===== src/rtl/trd_ctrl_unit.sv =====
// Thread-control unit: per-thread FREE/ACTIVE/SLEEP table driven by write-back
// commands, thread allocation for init, spawn announcement and round-robin fetch pick.
module trd_ctrl_unit #(
    parameter  int unsigned NUM_TRD = 8,
    parameter  int unsigned XLEN    = 32,
    localparam int unsigned TRD_W   = $clog2(NUM_TRD)
) (
    input  logic               clk,
    input  logic               rst_n,
    input  logic               cmd_valid,
    input  logic [2:0]         cmd_op,
    input  logic [TRD_W-1:0]   cmd_trd,
    input  logic [TRD_W-1:0]   cmd_target,
    input  logic [XLEN-1:0]    cmd_pc,
    output logic [TRD_W-1:0]   new_trd,
    output logic               alloc_ok,
    output logic               spawn_valid,
    output logic [TRD_W-1:0]   spawn_trd,
    output logic [XLEN-1:0]    spawn_pc,
    input  logic               fetch_ready,
    output logic               fetch_valid,
    output logic [TRD_W-1:0]   fetch_trd,
    output logic [NUM_TRD-1:0] active_mask,
    output logic [NUM_TRD-1:0] sleep_mask
);

    typedef enum logic [1:0] {
        TS_FREE   = 2'b00,
        TS_ACTIVE = 2'b01,
        TS_SLEEP  = 2'b10
    } trd_state_e;

    typedef enum logic [2:0] {
        OP_SLEEP = 3'b001,
        OP_WAKE  = 3'b010,
        OP_KILL  = 3'b011,
        OP_INIT  = 3'b111
    } cmd_op_e;

    trd_state_e         r_state     [NUM_TRD];
    trd_state_e         w_state_nxt [NUM_TRD];
    logic [TRD_W-1:0]   r_rr_last;
    logic [NUM_TRD-1:0] w_free_mask;
    logic [TRD_W-1:0]   w_idx;
    logic               w_init_fire;

    always_comb begin
        active_mask = '0;
        sleep_mask  = '0;
        w_free_mask = '0;
        for (int unsigned i = 0; i < NUM_TRD; i++) begin
            active_mask[i] = (r_state[i] == TS_ACTIVE);
            sleep_mask[i]  = (r_state[i] == TS_SLEEP);
            w_free_mask[i] = (r_state[i] == TS_FREE);
        end
    end

    // Scan high to low so the lowest free index is the last one written.
    always_comb begin
        new_trd = '0;
        for (int unsigned i = 0; i < NUM_TRD; i++) begin
            if (w_free_mask[NUM_TRD-1-i]) new_trd = TRD_W'(NUM_TRD-1-i);
        end
        alloc_ok = |w_free_mask;
    end

    // Walk offsets from farthest to nearest after rr_last; the nearest active wins.
    always_comb begin
        fetch_trd = '0;
        w_idx     = '0;
        for (int unsigned i = 0; i < NUM_TRD; i++) begin
            w_idx = TRD_W'((32'(r_rr_last) + NUM_TRD - i) % NUM_TRD);
            if (active_mask[w_idx]) fetch_trd = w_idx;
        end
        fetch_valid = |active_mask;
    end

    always_comb begin
        w_state_nxt = r_state;
        w_init_fire = 1'b0;
        if (cmd_valid) begin
            case (cmd_op)
                OP_SLEEP: if (r_state[cmd_trd] == TS_ACTIVE) w_state_nxt[cmd_trd] = TS_SLEEP;
                OP_WAKE:  if (r_state[cmd_target] == TS_SLEEP) w_state_nxt[cmd_target] = TS_ACTIVE;
                OP_KILL:  if ((cmd_trd != '0) && (r_state[cmd_trd] != TS_FREE))
                              w_state_nxt[cmd_trd] = TS_FREE;
                OP_INIT:  if (alloc_ok) begin
                              w_init_fire          = 1'b1;
                              w_state_nxt[new_trd] = TS_ACTIVE;
                          end
                default:  ;
            endcase
        end
    end

    always_ff @(posedge clk or negedge rst_n) begin
        if (!rst_n) begin
            for (int unsigned i = 0; i < NUM_TRD; i++) begin
                r_state[i] <= (i == 0) ? TS_ACTIVE : TS_FREE;
            end
            r_rr_last   <= TRD_W'(NUM_TRD-1);
            spawn_valid <= 1'b0;
            spawn_trd   <= '0;
            spawn_pc    <= '0;
        end else begin
            r_state     <= w_state_nxt;
            spawn_valid <= w_init_fire;
            if (w_init_fire) begin
                spawn_trd <= new_trd;
                spawn_pc  <= cmd_pc;
            end
            if (fetch_valid && fetch_ready) r_rr_last <= fetch_trd;
        end
    end

endmodule

===== config.mk =====
export PLATFORM = sky130hd
export DESIGN_NAME = trd_ctrl_unit
export DESIGN_NICKNAME = d
export VERILOG_FILES = /design/src/rtl/trd_ctrl_unit.sv
export SDC_FILE = /design/constraint.sdc
export NUM_CORES = 1
export LEC_CHECK = 0
export ABC_AREA = 1
export CORE_MARGIN = 4
export CORE_UTILIZATION = 24
export CTS_CLUSTER_SIZE = 24
export DETAILED_ROUTE_END_ITERATION = 7
export PLACE_DENSITY = 0.51
export RECOVER_POWER = 100
export SYNTH_ARGS = -nofsm -noshare
export SYNTH_HDL_FRONTEND = slang
export SYNTH_SLANG_ARGS = --single-unit

===== constraint.sdc =====
create_clock -name clk -period 4 [get_ports clk]
set_clock_uncertainty 0.05 [all_clocks]
set_input_delay 1.2 -clock clk [delete_from_list [all_inputs] [get_ports clk]]
set_output_delay 1.2 -clock clk [all_outputs]
set_load 0.005 [all_outputs]

==> run_summary.xml, run 1 <==
<?xml version="1.0" encoding="UTF-8"?>
<metrics>
  <group name="run_status">
    <metric name="run_status" unit="">finished, violations left</metric>
    <metric name="failed_checks" unit="">capacitance limit</metric>
  </group>
  <group name="job">
    <metric name="max_cap_viol_count" unit="">1</metric>
  </group>
  <group name="placement">
    <metric name="gp_congestion" unit="">0.9879</metric>
    <metric name="placed_area" unit="sq um">5150</metric>
    <metric name="io_buffer_count" unit="">104</metric>
    <metric name="hpwl" unit="um">11110</metric>
  </group>
  <group name="floorplan">
    <metric name="core" unit="sq um">15370</metric>
    <metric name="dieHeight" unit="um">133.7</metric>
    <metric name="i_o_pin_count" unit="">105</metric>
    <metric name="initial_core_util" unit="%">24.69</metric>
    <metric name="die_w" unit="um">133.7</metric>
    <metric name="placementRows" unit="">45</metric>
    <metric name="floorplan.die_area" unit="sq um">17890</metric>
  </group>
  <group name="synth">
    <metric name="netlist-cell-type-count" unit="">36</metric>
    <metric name="postSynthCellCount" unit="">582</metric>
    <metric name="post_synth.cell_area_avg" unit="sq um">6.520</metric>
    <metric name="post_synthesis_cell_area" unit="sq um">3795</metric>
    <metric name="syn-num-nets" unit="">629</metric>
    <metric name="yosys_register_bits" unit="">55</metric>
    <metric name="ys_warn_count" unit="">0</metric>
    <metric name="synth.yosys.seq_area_share" unit="%">36.40</metric>
  </group>
  <group name="routing">
    <metric name="detailedRoute.firstPassIterationCount" unit="">5</metric>
    <metric name="vias" unit="">4313</metric>
    <metric name="remaining_drc_errors" unit="">0</metric>
    <metric name="drtAntennaViolNets" unit="">0</metric>
    <metric name="drt-wirelength-per-cell" unit="um">15.98</metric>
    <metric name="first_iter_violations" unit="">320</metric>
    <metric name="drt-vias-per-instance" unit="">4.750</metric>
    <metric name="route.final.wire_length" unit="um">14510</metric>
  </group>
  <group name="cts">
    <metric name="cts_inserted_buffers" unit="">5</metric>
    <metric name="cts-hold-fix-buffers" unit="">0</metric>
    <metric name="clk_pin_slew" unit="ns">0.08</metric>
    <metric name="cts_num_sinks" unit="">55</metric>
    <metric name="clock_insertion_delay_worst_skew" unit="ns">0.30</metric>
    <metric name="clock_tree.htree_level_count" unit="">2</metric>
    <metric name="tritoncts" unit="">yes</metric>
    <metric name="ctsRootBufferMaster" unit="">clkbuf_16</metric>
    <metric name="cts_buffer_depth" unit="">2</metric>
  </group>
  <group name="timing">
    <metric name="final-hold-violation-count" unit="">0</metric>
    <metric name="post-route-min-period" unit="ns">3.759</metric>
    <metric name="final_layout_setup_total_negative_slack" unit="ns">0</metric>
    <metric name="report.final.setup_viol" unit="">0</metric>
    <metric name="achievable-frequency" unit="MHz">266.0</metric>
    <metric name="grt_setup_unrepaired" unit="">no</metric>
    <metric name="worstMarginPinSlew" unit="ns">1.492</metric>
    <metric name="slew_viol_final" unit="">0</metric>
    <metric name="maxSlewHeadroom" unit="%">0.5521</metric>
    <metric name="min_period_over_period" unit="%">93.99</metric>
  </group>
  <group name="critical_path">
    <metric name="cp_data_required_time" unit="ns">2.75</metric>
    <metric name="worstPathArrival" unit="ns">2.51</metric>
    <metric name="critical_path.startpoint_type" unit="">flip-flop</metric>
    <metric name="crit_type" unit="">reg2out</metric>
    <metric name="timing.critical_path.fanout_max" unit="">10</metric>
    <metric name="timing.critical_path.to_type" unit="">primary output</metric>
  </group>
  <group name="global_route">
    <metric name="via_count_of_the_first_global_routing_pass" unit="">4249</metric>
    <metric name="globalRoute.totalOverflow" unit="">0</metric>
    <metric name="maximum_number_of_pins_on_one_net_before_global_route_repair" unit="">39</metric>
    <metric name="global_route.usage.total" unit="%">16.23</metric>
    <metric name="initial_antenna_violation_count" unit="">0</metric>
    <metric name="grt_first_pass_wirelength" unit="um">23330</metric>
  </group>
  <group name="hold_path">
    <metric name="timing.hold.worst.class" unit="">reg2reg</metric>
  </group>
  <group name="finish">
    <metric name="final_layout_size_suffix_gt1_share" unit="%">6.887</metric>
    <metric name="diodes" unit="">0</metric>
    <metric name="area_occupied_by_multi_input_gates" unit="sq um">2052</metric>
    <metric name="finalInstanceArea" unit="sq um">5314</metric>
    <metric name="area.growth.synth_to_final" unit="%">40.03</metric>
    <metric name="nFillCells" unit="">1683</metric>
    <metric name="layout_nets" unit="">743</metric>
    <metric name="regArea" unit="sq um">1381</metric>
  </group>
  <group name="pwr">
    <metric name="power.static_leakage" unit="nW">2.653</metric>
    <metric name="cellPowerDensity" unit="nW/um^2">705.3</metric>
    <metric name="vdd_ir_drop_max" unit="uV">642.9</metric>
  </group>
</metrics>
## what timing repair did
action | CTS | global route
resized for setup | 8 | 9
setup endpoints to repair | 3 | 2
pin swaps | 1 | 1
setup buffers | 2 | 0
## synthesized netlist by cell type (all sizes together)
cell       n  area (sq um)
a31oi      1         6.260
nand2    216         825.8
o2111ai    5         43.79
a22oi      2         15.01
dfrtp     51          1276
nor4       2         12.51
nor3       6         45.04
o31ai      1         7.510
nor2      38         150.1
xnor2      2         17.52
nand3     86         440.4
xor2       1         8.760
o22ai      9         56.30
dfstp      4         105.1
o21bai     2         15.01
o21ai     39         229.0
ha         2         25.02
a21boi     1         7.510
buf       10         68.81
a21oi     21         105.1
inv       70         262.8
nand4      4         31.28
o311ai     1         8.760
clkbuf     8         31.28
## layout by cell type (no fill, tap or decap), drive strengths merged, types with 15 or more instances in the layout
| cell | synthesis | final |
|---|---|---|
| a21oi | 21 | 21 |
| clkbuf | 8 | 15 |
| clkdlybuf4s50 | 0 | 50 |
| dfrtp | 51 | 51 |
| dlygate4sd3 | 0 | 50 |
| inv | 70 | 70 |
| nand2 | 216 | 216 |
| nand3 | 86 | 86 |
| nor2 | 38 | 38 |
| o21ai | 39 | 39 |
## power by group
part	switching (mW)	total [mW]	internal [mW]
Clock	0.226	0.525	0.299
Sequential	0.170	0.897	0.726
Combinational	1.35	2.33	0.973
Total	1.75	3.75	2.00
## registers in the layout, summed over array words and instances, names as in the netlist
signal	count
spawn_trd	3
r_state	16
r_rr_last	3
spawn_valid	1
spawn_pc	32
## area by class of cell
class                      count  area share (%)
sequential                    55           25.99
timing repair buffer         125           22.20
clock inverter                 2          0.7299
tap                          211           4.968
clock buffer                   6           2.425
inverter                      70           5.062
multi-input combinational    439           38.62
## logic make-up after synthesis
kind of cell    after synthesis  synth area share, %
compound gates               82                13.02
xor+xnor                      3               0.6925
fa+ha+maj                     2               0.6593
buf+inv                      88                9.561
flops                        55                36.40
simple gates                352                39.66
## worst max-delay path, cell delays in order (launching register included)
cell and delay [ns]:
dfstp_1 0.58, buf_4 0.21, ha_1 0.18, xnor2_1 0.16, inv_1 0.09, nand3_1 0.12
nand2_1 0.06, o21bai_1 0.15, nand2_1 0.06, nand2_1 0.05, nand2_1 0.05, nand2_1 0.05
a21boi_0 0.17, dlygate4sd2_1 0.26
## worst paths after layout
kind	cells after the start	to	from	slack (ns)
worst max-delay path	13	fetch_trd[2]	r_rr_last[1]$_DFFE_PN1P_	0.24
worst min-delay path	2	spawn_pc[26]$_DFFE_PN0P_	spawn_pc[26]$_DFFE_PN0P_	0.43
worst max register to register	11	spawn_pc[21]$_DFFE_PN0P_	r_state[4]$_DFFE_PN0P_	1.10
worst min register to register	2	spawn_pc[26]$_DFFE_PN0P_	spawn_pc[26]$_DFFE_PN0P_	0.43
max in group asynchronous	2	spawn_pc[0]$_DFFE_PN0P_	rst_n	1.20
min in group asynchronous	1	spawn_pc[22]$_DFFE_PN0P_	rst_n	1.19
## stage by stage
step / power [mW] / util, % / setup WS [ns] / hold slack [ns] / instances
CTS: 3.850 / 34.89 / 0.01471 / 0.4351 / 908
global route: 4.109 / 34.57 / 0.03381 / 0.4555 / 908
floorplan: 2.232 / - / 0.6786 / 0.4224 / 582
finish: 3.748 / 34.57 / 0.2406 / 0.4263 / 908
global placement: 3.273 / 33.50 / 0.1539 / 0.4121 / 898
detailed placement: 3.251 / 33.50 / 0.1351 / 0.4154 / 898
## layer usage
layer | share of wire [%] | GRT usage (%)
met1 | 46 | 22.14
met2 | 47 | 26.22
met3 | 5.4 | 3.474
met4 | 1.5 | 4.000
met5 | 0 | 0
(Power assumes the default switching activity.)
==> run 2: changes to the inputs <==
--- a/config.mk
+++ b/config.mk
@@ -10,8 +10,11 @@
 export CORE_UTILIZATION = 24
 export CTS_CLUSTER_SIZE = 24
 export DETAILED_ROUTE_END_ITERATION = 7
-export PLACE_DENSITY = 0.51
+export DONT_BUFFER_PORTS = 1
+export HOLD_SLACK_MARGIN = 0.06
+export PLACE_DENSITY = 0.42
 export RECOVER_POWER = 100
+export SLEW_MARGIN = 20
 export SYNTH_ARGS = -nofsm -noshare
 export SYNTH_HDL_FRONTEND = slang
 export SYNTH_SLANG_ARGS = --single-unit
==> run_summary.xml, run 2 (synthesis gave the netlist of run 1 again) <==
<?xml version="1.0" encoding="UTF-8"?>
<metrics>
  <group name="timing">
    <metric name="final-hold-violation-count" unit="">0</metric>
    <metric name="slew_viol_final" unit="">0</metric>
    <metric name="maxSlewHeadroom" unit="%">23.61</metric>
    <metric name="timing.final.ws_setup" unit="ns">0.2695</metric>
    <metric name="final_layout_setup_total_negative_slack" unit="ns">0</metric>
    <metric name="grt_setup_unrepaired" unit="">no</metric>
    <metric name="min_period_over_period" unit="%">93.26</metric>
    <metric name="achievable-frequency" unit="MHz">268.1</metric>
    <metric name="report.final.setup_viol" unit="">0</metric>
    <metric name="post-route-min-period" unit="ns">3.731</metric>
    <metric name="worstMarginPinSlew" unit="ns">1.142</metric>
  </group>
  <group name="critical_path">
    <metric name="worstPathArrival" unit="ns">2.48</metric>
    <metric name="critical_path.startpoint_type" unit="">flip-flop</metric>
    <metric name="worstReg2RegStart" unit="">r_state[14]$_DFFE_PN1P_</metric>
    <metric name="timing.critical_path.to_type" unit="">primary output</metric>
    <metric name="cp-startpoint" unit="">r_rr_last[1]$_DFFE_PN1P_</metric>
    <metric name="timing.critical_path.fanout_max" unit="">8</metric>
    <metric name="cp_data_required_time" unit="ns">2.75</metric>
    <metric name="timing.reg2reg.setup_slack" unit="ns">0.99</metric>
    <metric name="crit_type" unit="">reg2out</metric>
  </group>
  <group name="hold_path">
    <metric name="hold_path_startpoint" unit="">spawn_pc[12]$_DFFE_PN0P_</metric>
    <metric name="timing.hold.worst.class" unit="">reg2reg</metric>
  </group>
  <group name="pwr">
    <metric name="cellPowerDensity" unit="nW/um^2">768.3</metric>
    <metric name="vdd_ir_drop_max" unit="uV">204.9</metric>
    <metric name="power.static_leakage" unit="nW">2.121</metric>
  </group>
  <group name="routing">
    <metric name="first_iter_violations" unit="">372</metric>
    <metric name="detailedRoute.firstPassIterationCount" unit="">5</metric>
    <metric name="drt-wirelength-per-cell" unit="um">16.85</metric>
    <metric name="remaining_drc_errors" unit="">0</metric>
    <metric name="drt-vias-per-instance" unit="">4.901</metric>
    <metric name="drtAntennaViolNets" unit="">0</metric>
    <metric name="route.final.wire_length" unit="um">13390</metric>
    <metric name="vias" unit="">3896</metric>
  </group>
  <group name="finish">
    <metric name="largest-register" unit="">spawn_pc</metric>
    <metric name="area_occupied_by_multi_input_gates" unit="sq um">2038</metric>
    <metric name="largest_reg_flops" unit="">32</metric>
    <metric name="layout.core_utilization" unit="%">27.16</metric>
    <metric name="layout_commonest_cell" unit="">nand2_1</metric>
    <metric name="finalInstanceArea" unit="sq um">4174</metric>
    <metric name="nFillCells" unit="">1727</metric>
    <metric name="layout_common_cells" unit="">nand2_1 (211), nand3_1 (84), inv_1 (67), dfrtp_1 (51), nor2_1 (38)</metric>
    <metric name="layout_nets" unit="">630</metric>
    <metric name="area.growth.synth_to_final" unit="%">9.990</metric>
    <metric name="diodes" unit="">0</metric>
    <metric name="regArea" unit="sq um">1381</metric>
    <metric name="final_layout_size_suffix_gt1_share" unit="%">6.849</metric>
    <metric name="reg_top3" unit="">spawn_pc (32), r_state (16)</metric>
  </group>
  <group name="floorplan">
    <metric name="dieHeight" unit="um">133.7</metric>
    <metric name="floorplan.die_area" unit="sq um">17890</metric>
    <metric name="initial_core_util" unit="%">24.69</metric>
    <metric name="core" unit="sq um">15370</metric>
    <metric name="i_o_pin_count" unit="">105</metric>
    <metric name="placementRows" unit="">45</metric>
    <metric name="die_w" unit="um">133.7</metric>
  </group>
  <group name="cts">
    <metric name="tritoncts" unit="">yes</metric>
    <metric name="ctsRootBufferMaster" unit="">clkbuf_16</metric>
    <metric name="clk_pin_slew" unit="ns">0.08</metric>
    <metric name="cts_buffer_depth" unit="">2</metric>
    <metric name="cts-hold-fix-buffers" unit="">0</metric>
    <metric name="cts_num_sinks" unit="">55</metric>
    <metric name="cts_inserted_buffers" unit="">5</metric>
    <metric name="clock_tree.htree_level_count" unit="">2</metric>
    <metric name="clock_insertion_delay_worst_skew" unit="ns">0.30</metric>
  </group>
  <group name="global_route">
    <metric name="globalRoute.totalOverflow" unit="">0</metric>
    <metric name="via_count_of_the_first_global_routing_pass" unit="">3712</metric>
    <metric name="global_route.usage.total" unit="%">15.01</metric>
    <metric name="grt_first_pass_wirelength" unit="um">21370</metric>
    <metric name="maximum_number_of_pins_on_one_net_before_global_route_repair" unit="">56</metric>
    <metric name="initial_antenna_violation_count" unit="">0</metric>
  </group>
  <group name="placement">
    <metric name="gp_congestion" unit="">0.9407</metric>
    <metric name="placed_area" unit="sq um">4011</metric>
    <metric name="place_worst_setup_slack" unit="ns">0.3882</metric>
    <metric name="hpwl" unit="um">10010</metric>
    <metric name="io_buffer_count" unit="">0</metric>
  </group>
  <group name="run_status">
    <metric name="run_status" unit="">finished clean</metric>
  </group>
  <group name="job">
    <metric name="max_cap_viol_count" unit="">0</metric>
  </group>
</metrics>
-- run 2: changes by cell type in the layout (fill, tap and decap cells not counted), moves of 2 or more --
cell and delta:
buf_4 -2, clkdlybuf4s50_1 -50, dlymetal6s2s_1 -2, clkbuf_1 -6, inv_1 +2, dlygate4sd3_1 -50
-- run 2: cell type report --
| cell class | count | area share (%) |
|---|---|---|
| clock inverter | 2 | 0.3897 |
| clock buffer | 6 | 3.088 |
| sequential | 55 | 33.09 |
| multi-input combinational | 439 | 48.83 |
| timing repair buffer | 12 | 1.978 |
| tap | 211 | 6.325 |
| inverter | 70 | 6.295 |
-- run 2: worst max-delay path, stage by stage, from the launching register on --
cell      delay (ns)
dfstp_2         0.62
inv_1           0.15
ha_4            0.19
xor2_1          0.27
inv_1           0.11
nand3_1         0.10
nand2_1         0.10
nor2_1          0.11
o21bai_1        0.07
nand2_1         0.06
nand2_1         0.05
nand2_1         0.05
nand2_1         0.06
a21boi_0        0.24
-- run 2: timing repair --
item / in CTS / in global routing
endpoints found under the setup margin: 0 / 3
buffers inserted: 0 / 5
resized for setup: 0 / 3
endpoints found under the hold margin: 0 / 0
-- run 2: power by group --
group | internal [mW] | leakage (nW) | switching [mW] | total, mW
Combinational | 0.586 | 1.36 | 1.20 | 1.79
Clock | 0.236 | 0.0675 | 0.226 | 0.462
Sequential | 0.727 | 0.691 | 0.232 | 0.959
-- run 2: worst paths after layout --
path                                                 end  depth (start not counted)
worst max-delay path                        fetch_trd[2]                         13
worst min-delay path            spawn_pc[12]$_DFFE_PN0P_                          2
worst max register to register    r_state[2]$_DFFE_PN0P_                         11
worst min register to register  spawn_pc[12]$_DFFE_PN0P_                          2
max in group asynchronous       r_rr_last[0]$_DFFE_PN1P_                          0
min in group asynchronous       spawn_pc[10]$_DFFE_PN0P_                          0
-- run 2: through the flow --
step,total power [mW],cells,hold slack [ns]
detailed placement,2.716,782,0.4491
global placement,2.735,782,0.4496
floorplan,2.232,582,0.4224
global route,3.557,795,0.4976
CTS,3.198,790,0.4719
finish,3.207,795,0.4618
-- run 2: per-layer routing --
layer	vias up	GRT usage [%]	share of wire, %
met2	185	22.35	44
met5	-	0	0
met4	0	2.800	1.0
li1	1886	-	-
met1	1812	21.16	44
met3	13	5.249	11
